$ cat src/rtl/uart_tx_1007_if.sv
// Byte intake handshake between the producing user logic and the UART transmitter.
interface uart_tx_1007_if #(
    parameter int unsigned DATA_BITS = 8
);
    logic [DATA_BITS-1:0] tx_data;
    logic                 tx_valid;
    logic                 tx_ready;

    modport master (output tx_data, output tx_valid, input tx_ready);
    modport slave  (input tx_data, input tx_valid, output tx_ready);
endinterface

$ cat src/rtl/uart_tx_1007.sv
// Byte-wide 8N1 UART transmitter: valid/ready byte intake, LSB-first serial out.
// tx, busy and tx_ready are all registered so the pin never glitches.
module uart_tx_1007 #(
    parameter int unsigned CLK_DIV   = 868,
    parameter int unsigned DATA_BITS = 8
) (
    input  logic          clk,
    input  logic          reset,
    uart_tx_1007_if.slave s,
    output logic          tx,
    output logic          busy
);
    localparam int unsigned CNT_W = $clog2(CLK_DIV);
    localparam int unsigned BIT_W = $clog2(DATA_BITS);
    localparam logic [CNT_W-1:0] BAUD_LAST = CNT_W'(CLK_DIV - 1);
    localparam logic [BIT_W-1:0] BIT_LAST  = BIT_W'(DATA_BITS - 1);

    localparam logic [1:0] IDLE  = 2'd0;
    localparam logic [1:0] START = 2'd1;
    localparam logic [1:0] DATA  = 2'd2;
    localparam logic [1:0] STOP  = 2'd3;

    if (CLK_DIV < 2 || CLK_DIV > 65535 || DATA_BITS < 5 || DATA_BITS > 8) begin : g_param_check
        $error("uart_tx_1007: CLK_DIV or DATA_BITS out of range");
    end

    logic [1:0]           state_q, state_d;
    logic [CNT_W-1:0]     baud_q, baud_d;
    logic [BIT_W-1:0]     bit_q, bit_d;
    logic [DATA_BITS-1:0] shift_q, shift_d;
    logic                 tx_q, tx_d;
    logic                 busy_q, busy_d;
    logic                 ready_q, ready_d;
    logic                 bit_end;

    always_comb begin
        state_d = state_q;
        baud_d  = baud_q;
        bit_d   = bit_q;
        shift_d = shift_q;
        bit_end = (baud_q == BAUD_LAST);

        case (state_q)
            IDLE: begin
                if (s.tx_valid && ready_q) begin
                    state_d = START;
                    shift_d = s.tx_data;
                    baud_d  = '0;
                end
            end
            START: begin
                if (bit_end) begin
                    state_d = DATA;
                    baud_d  = '0;
                end else begin
                    baud_d = baud_q + 1'b1;
                end
            end
            DATA: begin
                if (bit_end) begin
                    baud_d  = '0;
                    shift_d = shift_q >> 1;
                    bit_d   = bit_q + 1'b1;
                    if (bit_q == BIT_LAST) begin
                        state_d = STOP;
                        bit_d   = '0;
                    end
                end else begin
                    baud_d = baud_q + 1'b1;
                end
            end
            STOP: begin
                if (bit_end) begin
                    state_d = IDLE;
                    baud_d  = '0;
                end else begin
                    baud_d = baud_q + 1'b1;
                end
            end
            default: state_d = IDLE;
        endcase

        // Outputs are derived from the next state so the registered pin lines up with the state.
        case (state_d)
            START:   tx_d = 1'b0;
            DATA:    tx_d = shift_d[0];
            default: tx_d = 1'b1;
        endcase
        busy_d  = (state_d != IDLE);
        ready_d = (state_d == IDLE);
    end

    always_ff @(posedge clk or negedge reset) begin
        if (!reset) begin
            state_q <= IDLE;
            baud_q  <= '0;
            bit_q   <= '0;
            shift_q <= '0;
            tx_q    <= 1'b1;
            busy_q  <= 1'b0;
            ready_q <= 1'b1;
        end else begin
            state_q <= state_d;
            baud_q  <= baud_d;
            bit_q   <= bit_d;
            shift_q <= shift_d;
            tx_q    <= tx_d;
            busy_q  <= busy_d;
            ready_q <= ready_d;
        end
    end

    assign tx         = tx_q;
    assign busy       = busy_q;
    assign s.tx_ready = ready_q;
endmodule

$ cat src/flat_wrapper.sv
// flat-port wrapper written by rule: the top's interface ports become plain ports
module uart_tx_1007_flat 
#(
    parameter int unsigned CLK_DIV   = 868,
    parameter int unsigned DATA_BITS = 8
)
  (clk, reset, tx, busy, s_tx_data, s_tx_valid, s_tx_ready);
  uart_tx_1007_if #(.DATA_BITS(DATA_BITS)) s_i ();
  input  logic clk;
  input  logic reset;
  output logic tx;
  output logic busy;
  input wire logic [$bits(s_i.tx_data)-1:0] s_tx_data;
  input wire logic [$bits(s_i.tx_valid)-1:0] s_tx_valid;
  output wire logic [$bits(s_i.tx_ready)-1:0] s_tx_ready;
  assign s_i.tx_data = s_tx_data;
  assign s_i.tx_valid = s_tx_valid;
  assign s_tx_ready = s_i.tx_ready;
  uart_tx_1007 #(.CLK_DIV(CLK_DIV), .DATA_BITS(DATA_BITS)) u_core (.clk(clk), .reset(reset), .s(s_i), .tx(tx), .busy(busy));
endmodule
$ cat config.mk
export PLATFORM = sky130hd
export DESIGN_NAME = uart_tx_1007_flat
export DESIGN_NICKNAME = d
export VERILOG_FILES = /design/src/rtl/uart_tx_1007_if.sv /design/src/rtl/uart_tx_1007.sv /design/src/flat_wrapper.sv
export SDC_FILE = /design/constraint.sdc
export NUM_CORES = 1
export LEC_CHECK = 0
export ABC_CLOCK_PERIOD_IN_PS = 2800
export BUFFER_PORTS_ARGS = -buffer_cell sky130_fd_sc_hd__buf_4
export CELL_PAD_IN_SITES_DETAIL_PLACEMENT = 0
export CELL_PAD_IN_SITES_GLOBAL_PLACEMENT = 1
export CORE_MARGIN = 2
export CORE_UTILIZATION = 45
export DETAILED_ROUTE_END_ITERATION = 12
export PLACE_DENSITY = 0.84
export SKIP_CTS_REPAIR_TIMING = 1
export SYNTH_ARGS = -nofsm -noshare
export SYNTH_HDL_FRONTEND = slang
export SYNTH_SLANG_ARGS = --single-unit
export TNS_END_PERCENT = 1
$ cat constraint.sdc
create_clock -name clk -period 2.8 [get_ports clk]
set_clock_uncertainty 0.1 [all_clocks]
set_input_delay 0.28 -clock clk [delete_from_list [all_inputs] [get_ports clk]]
set_output_delay 0.28 -clock clk [all_outputs]
set_load 0.05 [all_outputs]
==> key figures, run 1 <==
Placed design
  – Half-perimeter wire length of the detailed placement result: between 1.5 and 2 mm
  – Number of placed instances with taps included: approximately 160
  – Port Buffer Count: 13
  – Final Wtd Congestion: around 0.73

STA
  – Final setup viols: 0
  – Unrepaired setup endpoints after global routing: no
  – FMAX: about 450 MHz
  – Final period util: 0.798
  – Final setup TNS: 0 ns
  – Final count of hold timing violations: 0
  – Worst-case hold slack: between 0.07 and 0.08 ns
  – Worst slew margin relative to its limit: 0.643
  – Worst Max-Slew Pin Slew: 0.532 ns
  – Number of pins with negative max-slew slack in the final report: 0
  – Minimum clock period after layout: 2.23 ns

Pwr
  – Worst vdd ir: between 500 and 600 µV
  – Internal power consumption: approximately 750 µW
  – Clock share of power: 0.133
  – Leakage component of the power: 0.719 nW
  – Flop pwr share: 0.522
  – Sw Pwr: around 460 µW
  – Switching Share: 0.378
  – Pwr/cell area: ~840 mW/mm²
  – Proportion of power drawn by combinational gates: 0.345

Drt
  – Final Routed Wirelength: 2.34 mm
  – Vias: roughly 950
  – Starting DRT DRC Count: 49
  – Antenna viol nets, final: 0
  – Via density per instance: ~5.8
  – DRC violations left: 0
  – Total iterations of the first detailed-routing run: 4
  – Avg WL per Cell: around 14 µm

Yosys
  – Portion of synthesized cell area occupied by the leading cell type: 0.461
  – Sequential element share of the synthesized area: 0.501
  – Number of library cell types mapped by synthesis: 36
  – Cells taking the most area after synthesis: sky130_fd_sc_hd__dfrtp_1, sky130_fd_sc_hd__a22o_1, sky130_fd_sc_hd__a21o_1, sky130_fd_sc_hd__dfstp_2, sky130_fd_sc_hd__ha_1
  – Number of standard cells after synthesis: 119
  – Cell taking the most area after synthesis: sky130_fd_sc_hd__dfrtp_1
  – Post-synth design cell area: between 0.001 and 0.0015 mm²
  – Synth Net Count: ~130
  – Synthesis Warnings: 0
  – Synthesized flop and latch total: 26
  – Mean instance size in the synthesized netlist: 10.9 µm²

Cells and area
  – Ant. Diodes: 0
  – FF+latch area: ~650 µm²
  – Non-filler cells in the finished layout: between 150 and 200
  – Fraction of final layout cells with drive strength greater than 1: 0.233
  – Fillers: ~270
  – Final Net Count: 148
  – Area of the multi-input gates: between 600 and 700 µm²
  – Synthesis-to-finish area growth: 11.1%

Floorplan
  – Width of the die: 57.8 µm
  – Row cnt: 19
  – Floorplan die height: around 58 µm
  – I/O pin total: 14
  – Core box area: about 0.0028 mm²
  – Initial core utilization: 0.472
  – Overall die area: around 0.0033 mm²

Clock network
  – Total clock buffers created by CTS: 3
  – Clock tree from TritonCTS: done
  – Clk_lat worst skew: between 0.3 and 0.4 ns
  – Number of clock sinks: 26
  – Clock transition time at the flip-flop clock pins of the worst setup and hold paths: 0.14 ns
  – Root Buffer: sky130_fd_sc_hd__clkbuf_4
  – Clock tree buffer depth: 2
  – Count of H-tree levels built during CTS: 1

GRT
  – Pin count of the biggest net entering global routing: 27
  – Number of global-route vias before repair: around 930
  – First-pass GRT wire length: 4.26 mm
  – Initial antenna violation count: 0
  – Remaining global-route overflow: 0
  – GRT Total Usage: 0.167

Worst setup path
  – Crit path launch type: flip-flop
  – Capture point of the critical path: u_core.shift_q[3]$_DFFE_PN0P_
  – Data arrival at the endpoint of the critical path: ~2.4 ns
  – Kind of end point of the critical path: flip-flop
  – Slack of the worst reg-to-reg path: around 0.57 ns
  – Reg-to-reg endpoint: u_core.shift_q[3]$_DFFE_PN0P_
  – R2R depth: 6
  – Source of the worst register-to-register timing path: u_core.baud_q[0]$_DFFE_PN0N_
  – Critical Path Start: u_core.baud_q[0]$_DFFE_PN0N_
  – Worst path required time: 2.91 ns
  – Critical Path Fanout Max: 9
  – Kind of critical path: flip-flop to flip-flop

Run status
  – Run status: completed

Hold path
  – Start point of the worst hold path: s_tx_data[7]
  – Worst Hold Class: input port to flip-flop

Job
  – Max Cap Viol: 0
-- how the worst min path moves through the flow --
| stage | to | slack, ns | cells past startpoint |
|---|---|---|---|
| final | u_core.shift_q[7]$_DFFE_PN0P_ | 0.07 | 3 |
| after global routing | u_core.shift_q[7]$_DFFE_PN0P_ | 0.08 | 3 |
| after CTS | u_core.baud_q[1]$_DFFE_PN0N_ | -0.26 | 1 |
| after detailed placement | u_core.shift_q[2]$_DFFE_PN0P_ | 0.11 | 1 |
| after global placement | u_core.shift_q[3]$_DFFE_PN0P_ | 0.10 | 1 |
| after floorplan | u_core.baud_q[0]$_DFFE_PN0N_ | -0.12 | 0 |
-- synthesized netlist by cell type --
| cell type | number |
|---|---|
| sky130_fd_sc_hd__a21o_1 | 8 |
| sky130_fd_sc_hd__a21oi_1 | 7 |
| sky130_fd_sc_hd__a22o_1 | 8 |
| sky130_fd_sc_hd__a2bb2oi_1 | 1 |
| sky130_fd_sc_hd__a31o_2 | 3 |
| sky130_fd_sc_hd__a31oi_1 | 5 |
| sky130_fd_sc_hd__a41oi_1 | 2 |
| sky130_fd_sc_hd__and3_1 | 2 |
| sky130_fd_sc_hd__buf_2 | 1 |
| sky130_fd_sc_hd__buf_6 | 2 |
| sky130_fd_sc_hd__clkbuf_1 | 2 |
| sky130_fd_sc_hd__dfrtp_1 | 24 |
| sky130_fd_sc_hd__dfstp_2 | 2 |
| sky130_fd_sc_hd__ha_1 | 3 |
| sky130_fd_sc_hd__inv_1 | 3 |
| sky130_fd_sc_hd__mux2_2 | 2 |
| sky130_fd_sc_hd__nand2_1 | 5 |
| sky130_fd_sc_hd__nand2b_1 | 6 |
| sky130_fd_sc_hd__nand3_1 | 2 |
| sky130_fd_sc_hd__nand4b_1 | 1 |
| sky130_fd_sc_hd__nor2_1 | 5 |
| sky130_fd_sc_hd__nor2_2 | 1 |
| sky130_fd_sc_hd__nor2b_1 | 1 |
| sky130_fd_sc_hd__nor3_1 | 3 |
| sky130_fd_sc_hd__nor3b_1 | 1 |
| sky130_fd_sc_hd__nor4_1 | 2 |
| sky130_fd_sc_hd__nor4_2 | 1 |
| sky130_fd_sc_hd__nor4_4 | 1 |
| sky130_fd_sc_hd__o211a_1 | 1 |
| sky130_fd_sc_hd__o21ai_0 | 6 |
| sky130_fd_sc_hd__o31a_2 | 1 |
| sky130_fd_sc_hd__o31ai_2 | 1 |
| sky130_fd_sc_hd__o32a_1 | 1 |
| sky130_fd_sc_hd__or2_2 | 2 |
| sky130_fd_sc_hd__or3_1 | 2 |
| sky130_fd_sc_hd__xor2_1 | 1 |
-- power by group through the flow --
stage	logic [mW]	clock network, mW	registers (mW)
floorplan	0.303	0	0.658
global placement	0.411	0	0.633
detailed placement	0.419	0	0.635
CTS	0.422	0.172	0.629
global route	0.468	0.187	0.655
finish	0.417	0.161	0.631
-- per-layer routing --
layer | vias up | wire (µm) | global-route usage | share of wire
met5 | - | 0 | 0 | 0
met4 | 0 | 38 | 0.0797 | 0.016
met3 | 4 | 74 | 0.0268 | 0.032
met2 | 14 | 1030 | 0.248 | 0.44
met1 | 457 | 1200 | 0.239 | 0.51
li1 | 477 | - | - | -
-- placed cells by master, fill, tap and decap left out, types with 2 or more instances in the layout --
master,count
sky130_fd_sc_hd__a21o_1,8
sky130_fd_sc_hd__a21oi_1,7
sky130_fd_sc_hd__a22o_1,8
sky130_fd_sc_hd__a31o_2,3
sky130_fd_sc_hd__a31oi_1,5
sky130_fd_sc_hd__a41oi_1,2
sky130_fd_sc_hd__and3_1,2
sky130_fd_sc_hd__buf_4,14
sky130_fd_sc_hd__clkbuf_4,3
sky130_fd_sc_hd__dfrtp_1,24
sky130_fd_sc_hd__dfstp_2,2
sky130_fd_sc_hd__ha_1,3
sky130_fd_sc_hd__inv_1,3
sky130_fd_sc_hd__mux2_2,2
sky130_fd_sc_hd__nand2_1,5
sky130_fd_sc_hd__nand2b_1,6
sky130_fd_sc_hd__nand3_1,2
sky130_fd_sc_hd__nor2_1,5
sky130_fd_sc_hd__nor3_1,3
sky130_fd_sc_hd__nor4_1,2
sky130_fd_sc_hd__o21ai_0,6
sky130_fd_sc_hd__or2_2,2
sky130_fd_sc_hd__or3_1,2
-- kinds of logic after synthesis --
kind of cell               after synthesis  synth area share
AOI/OAI and AO/OA                       44             0.247
and+or+nand+nor                         35             0.163
DFF                                     26             0.501
buffers and inverters                    8            0.0355
adders and majority gates                3            0.0288
muxes                                    2            0.0173
xor gates and xnor gates                 1           0.00673
-- cell type report --
cell class / instances / area share
Multi-Input combinational cell: 85 / 0.417
Clock buffer: 4 / 0.0182
Inverter: 3 / 0.00778
Timing Repair Buffer: 15 / 0.0795
Sequential cell: 26 / 0.451
Tap cell: 31 / 0.0268
-- critical path: stages, from the launching register on --
cell,delay [ns]
sky130_fd_sc_hd__dfrtp_1,0.43
sky130_fd_sc_hd__ha_1,0.23
sky130_fd_sc_hd__nand4b_1,0.31
sky130_fd_sc_hd__nor4_4,0.49
sky130_fd_sc_hd__buf_4,0.23
sky130_fd_sc_hd__nor2_1,0.11
sky130_fd_sc_hd__a21o_1,0.21
-- metrics by stage --
stage          setup slack, ns  instance area [µm²]   util  power (mW)
3_3_place_gp             0.686                 1410  0.512        1.04
5_1_grt                  0.355                 1450  0.525        1.31
6_report                 0.566                 1450  0.525        1.21
2_1_floorplan            0.830                 1300      -       0.960
4_1_cts                  0.582                 1440  0.521        1.22
3_5_place_dp             0.610                 1410  0.512        1.05
-- state kept, by name, summed over array words and instances, names as in the netlist --
signal,cells
u_core.state_q,2
u_core.s.tx_ready,1
u_core.busy,1
u_core.tx,1
u_core.baud_q,10
u_core.shift_q,8
u_core.bit_q,3
No activity file was read; power rests on OpenSTA's default activity.
==> run 2, diff against run 1 <==
- ABC_CLOCK_PERIOD_IN_PS: 2800 -> 2300
- clock period: 2.8 -> 2.3 ns (I/O delays scaled with it)
==> run 2 against run 1 <==
  * Critical path depth fell by 1
  * Register-to-register slack got worse by 0.35 ns
  * Sequential cell count did not move
  * Maximum frequency rose by 7.3%
  * Final area rose by 1.7%
  * Die area did not move
  * Via count rose by 3.6%
==> key figures, run 2 (synthesis gave the netlist of run 1 again) <==
Cells and area
  – Registers with the most flip-flops: u_core.baud_q x10, u_core.shift_q x8, u_core.bit_q x3
  – Final Net Count: 150 (+1.4%)
  – FF+latch area: 653 µm² (unchanged)
  – Synthesis-to-finish area growth: 13.1%
  – Area of the multi-input gates: 603 µm² (unchanged)
  – Fillers: 246 (-8.6%)
  – Non-filler cells in the finished layout: 166 (+1.2%)
  – Largest register FFs: 10 (unchanged)
  – Fraction of final layout cells with drive strength greater than 1: 0.252 (+0.0188)
  – Most frequent standard cell in the layout excluding fill and tap cells: sky130_fd_sc_hd__dfrtp_1
  – Design area: 0.00147 mm² (+1.7%)
  – Register with the most flip-flops: u_core.baud_q
  – Highest-count cells in the layout ignoring fill and taps: sky130_fd_sc_hd__dfrtp_1, sky130_fd_sc_hd__buf_4, sky130_fd_sc_hd__a22o_1, sky130_fd_sc_hd__a21o_1, sky130_fd_sc_hd__a21oi_1
  – Final core area utilization: 0.534 (+0.00907)
  – Ant. Diodes: 0 (unchanged)

Drt
  – Via density per instance: 5.94 (+2.3%)
  – Final Routed Wirelength: 2.54 mm (+8.6%)
  – Vias: 986 (+3.6%)
  – DRC violations left: 0 (unchanged)
  – Avg WL per Cell: 15.3 µm (+7.3%)
  – Total iterations of the first detailed-routing run: 4 (unchanged)
  – Antenna viol nets, final: 0 (unchanged)
  – Starting DRT DRC Count: 34 (-31%)

Floorplan
  – I/O pin total: 14 (unchanged)
  – Row cnt: 19 (unchanged)
  – Floorplan die height: 57.8 µm (unchanged)
  – Width of the die: 57.8 µm (unchanged)
  – Overall die area: 0.00334 mm² (unchanged)
  – Core box area: 0.00276 mm² (unchanged)
  – Initial core utilization: 0.472 (unchanged)

Worst setup path
  – Crit path largest cell delay: 0.53 ns (+0.04 ns)
  – Master of the slowest instance on the critical path: sky130_fd_sc_hd__or3_1
  – Critical Path Fanout Max: 8 (-1)
  – Slack of the worst reg-to-reg path: 0.22 ns (-0.35 ns)
  – Kind of end point of the critical path: flip-flop
  – Data arrival at the endpoint of the critical path: 2.26 ns (-0.09 ns)
  – R2R depth: 5 (-1)
  – Kind of critical path: flip-flop to flip-flop
  – Crit path launch type: flip-flop
  – Source of the worst register-to-register timing path: u_core.baud_q[7]$_DFFE_PN0N_
  – Worst path required time: 2.48 ns (-0.43 ns)
  – Critical-path cell list: or3_1 > nor4_4 > buf_4 > a22o_1 > a21o_1
  – Reg-to-reg endpoint: u_core.shift_q[4]$_DFFE_PN0P_
  – Critical Path Start: u_core.baud_q[7]$_DFFE_PN0N_

Job
  – Max Cap Viol: 0 (unchanged)

STA
  – Minimum clock period after layout: 2.08 ns (-0.151 ns)
  – Setup slack of the critical path after layout: 0.217 ns (-0.349 ns)
  – Unrepaired setup endpoints after global routing: no
  – Worst-case hold slack: 0.00236 ns (-0.0704 ns)
  – Worst Max-Slew Pin Slew: 0.579 ns (+0.0470 ns)
  – Final period util: 0.906 (+0.108)
  – Worst slew margin relative to its limit: 0.614 (-0.0292)
  – Number of pins with negative max-slew slack in the final report: 0 (unchanged)
  – FMAX: 480 MHz (+7.3%)
  – Final count of hold timing violations: 0 (unchanged)
  – Final setup TNS: 0 ns (unchanged)
  – Final setup viols: 0 (unchanged)

Hold path
  – Worst hold path cell count: 3 (unchanged)
  – Worst Hold Class: input port to flip-flop
  – Start point of the worst hold path: s_tx_data[7]
  – Worst Hold Endpoint: u_core.shift_q[7]$_DFFE_PN0P_

Clock network
  – Clock tree buffer depth: 2 (unchanged)
  – Total clock buffers created by CTS: 3 (unchanged)
  – Clock transition time at the flip-flop clock pins of the worst setup and hold paths: 0.13 ns (about the same)
  – Number of clock sinks: 26 (unchanged)
  – Count of H-tree levels built during CTS: 1 (unchanged)
  – Clk_lat worst skew: 0.33 ns (about the same)
  – Root Buffer: sky130_fd_sc_hd__clkbuf_4
  – Clock tree from TritonCTS: done

Placed design
  – Instance area after placement: 0.00143 mm² (+1.1%)
  – Post-place setup slack: 0.246 ns (-0.364 ns)
  – Port Buffer Count: 13 (unchanged)
  – Number of placed instances with taps included: 161 (+1.3%)
  – Final Wtd Congestion: 0.711 (-2.2%)
  – Half-perimeter wire length of the detailed placement result: 1.79 mm (+4.4%)

GRT
  – Initial antenna violation count: 0 (unchanged)
  – First-pass GRT wire length: 4.41 mm (+3.6%)
  – Pin count of the biggest net entering global routing: 27 (unchanged)
  – Remaining global-route overflow: 0 (unchanged)
  – Number of global-route vias before repair: 966 (+3.5%)
  – GRT Total Usage: 0.171 (+0.00393)

Pwr
  – Worst vdd ir: 601 µV (+10%)
  – Leakage component of the power: 0.735 nW (+2.2%)
  – Pwr Total: 1.53 mW (+26%)
  – Pwr/cell area: 1040 mW/mm² (+24%)

Run status
  – Run status: completed
run 2: cell types whose count changed in the layout (fill, tap and decap cells not counted):
| cell | change |
|---|---|
| sky130_fd_sc_hd__buf_4 | +2 |
| sky130_fd_sc_hd__clkbuf_1 | -1 |
| sky130_fd_sc_hd__clkbuf_8 | +1 |
run 2: power breakdown:
| group | switching (mW) | internal [mW] |
|---|---|---|
| Sequential | 0.144 | 0.628 |
| Clock | 0.136 | 0.0971 |
| Combinational | 0.294 | 0.229 |
| Total | 0.574 | 0.953 |
run 2: cell type report:
cell class,instances,area share
inverters,3,0.00765
flip-flops and latches,26,0.444
clock buffers,4,0.0246
well taps,31,0.0263
repair buffers,17,0.0884
multi-input cells,85,0.410
run 2: worst max path at each step:
stage                                         end  slack, ns
floorplan             u_core.bit_q[0]$_DFFE_PN0P_       0.33
global placement              u_core.tx$_DFF_PN1_       0.28
detailed placement  u_core.shift_q[4]$_DFFE_PN0P_       0.25
CTS                 u_core.shift_q[4]$_DFFE_PN0P_       0.22
global route        u_core.shift_q[4]$_DFFE_PN0P_       0.08
finish              u_core.shift_q[4]$_DFFE_PN0P_       0.22
run 2: worst max-delay path, delay by kind of cell (launching register included):
| family | cells | cell delay (ns) |
|---|---|---|
| compound gates | 2 | 0.24 |
| buf+inv | 1 | 0.24 |
| flops | 1 | 0.47 |
| simple gates | 2 | 1.00 |
run 2: per-layer routing:
metal / vias to the layer above / global-route usage / share of wire
met5: - / 0 / 0
li1: 485 / - / -
met3: 7 / 0.0201 / 0.043
met4: 0 / 0.0897 / 0.023
met1: 464 / 0.230 / 0.50
met2: 30 / 0.271 / 0.44
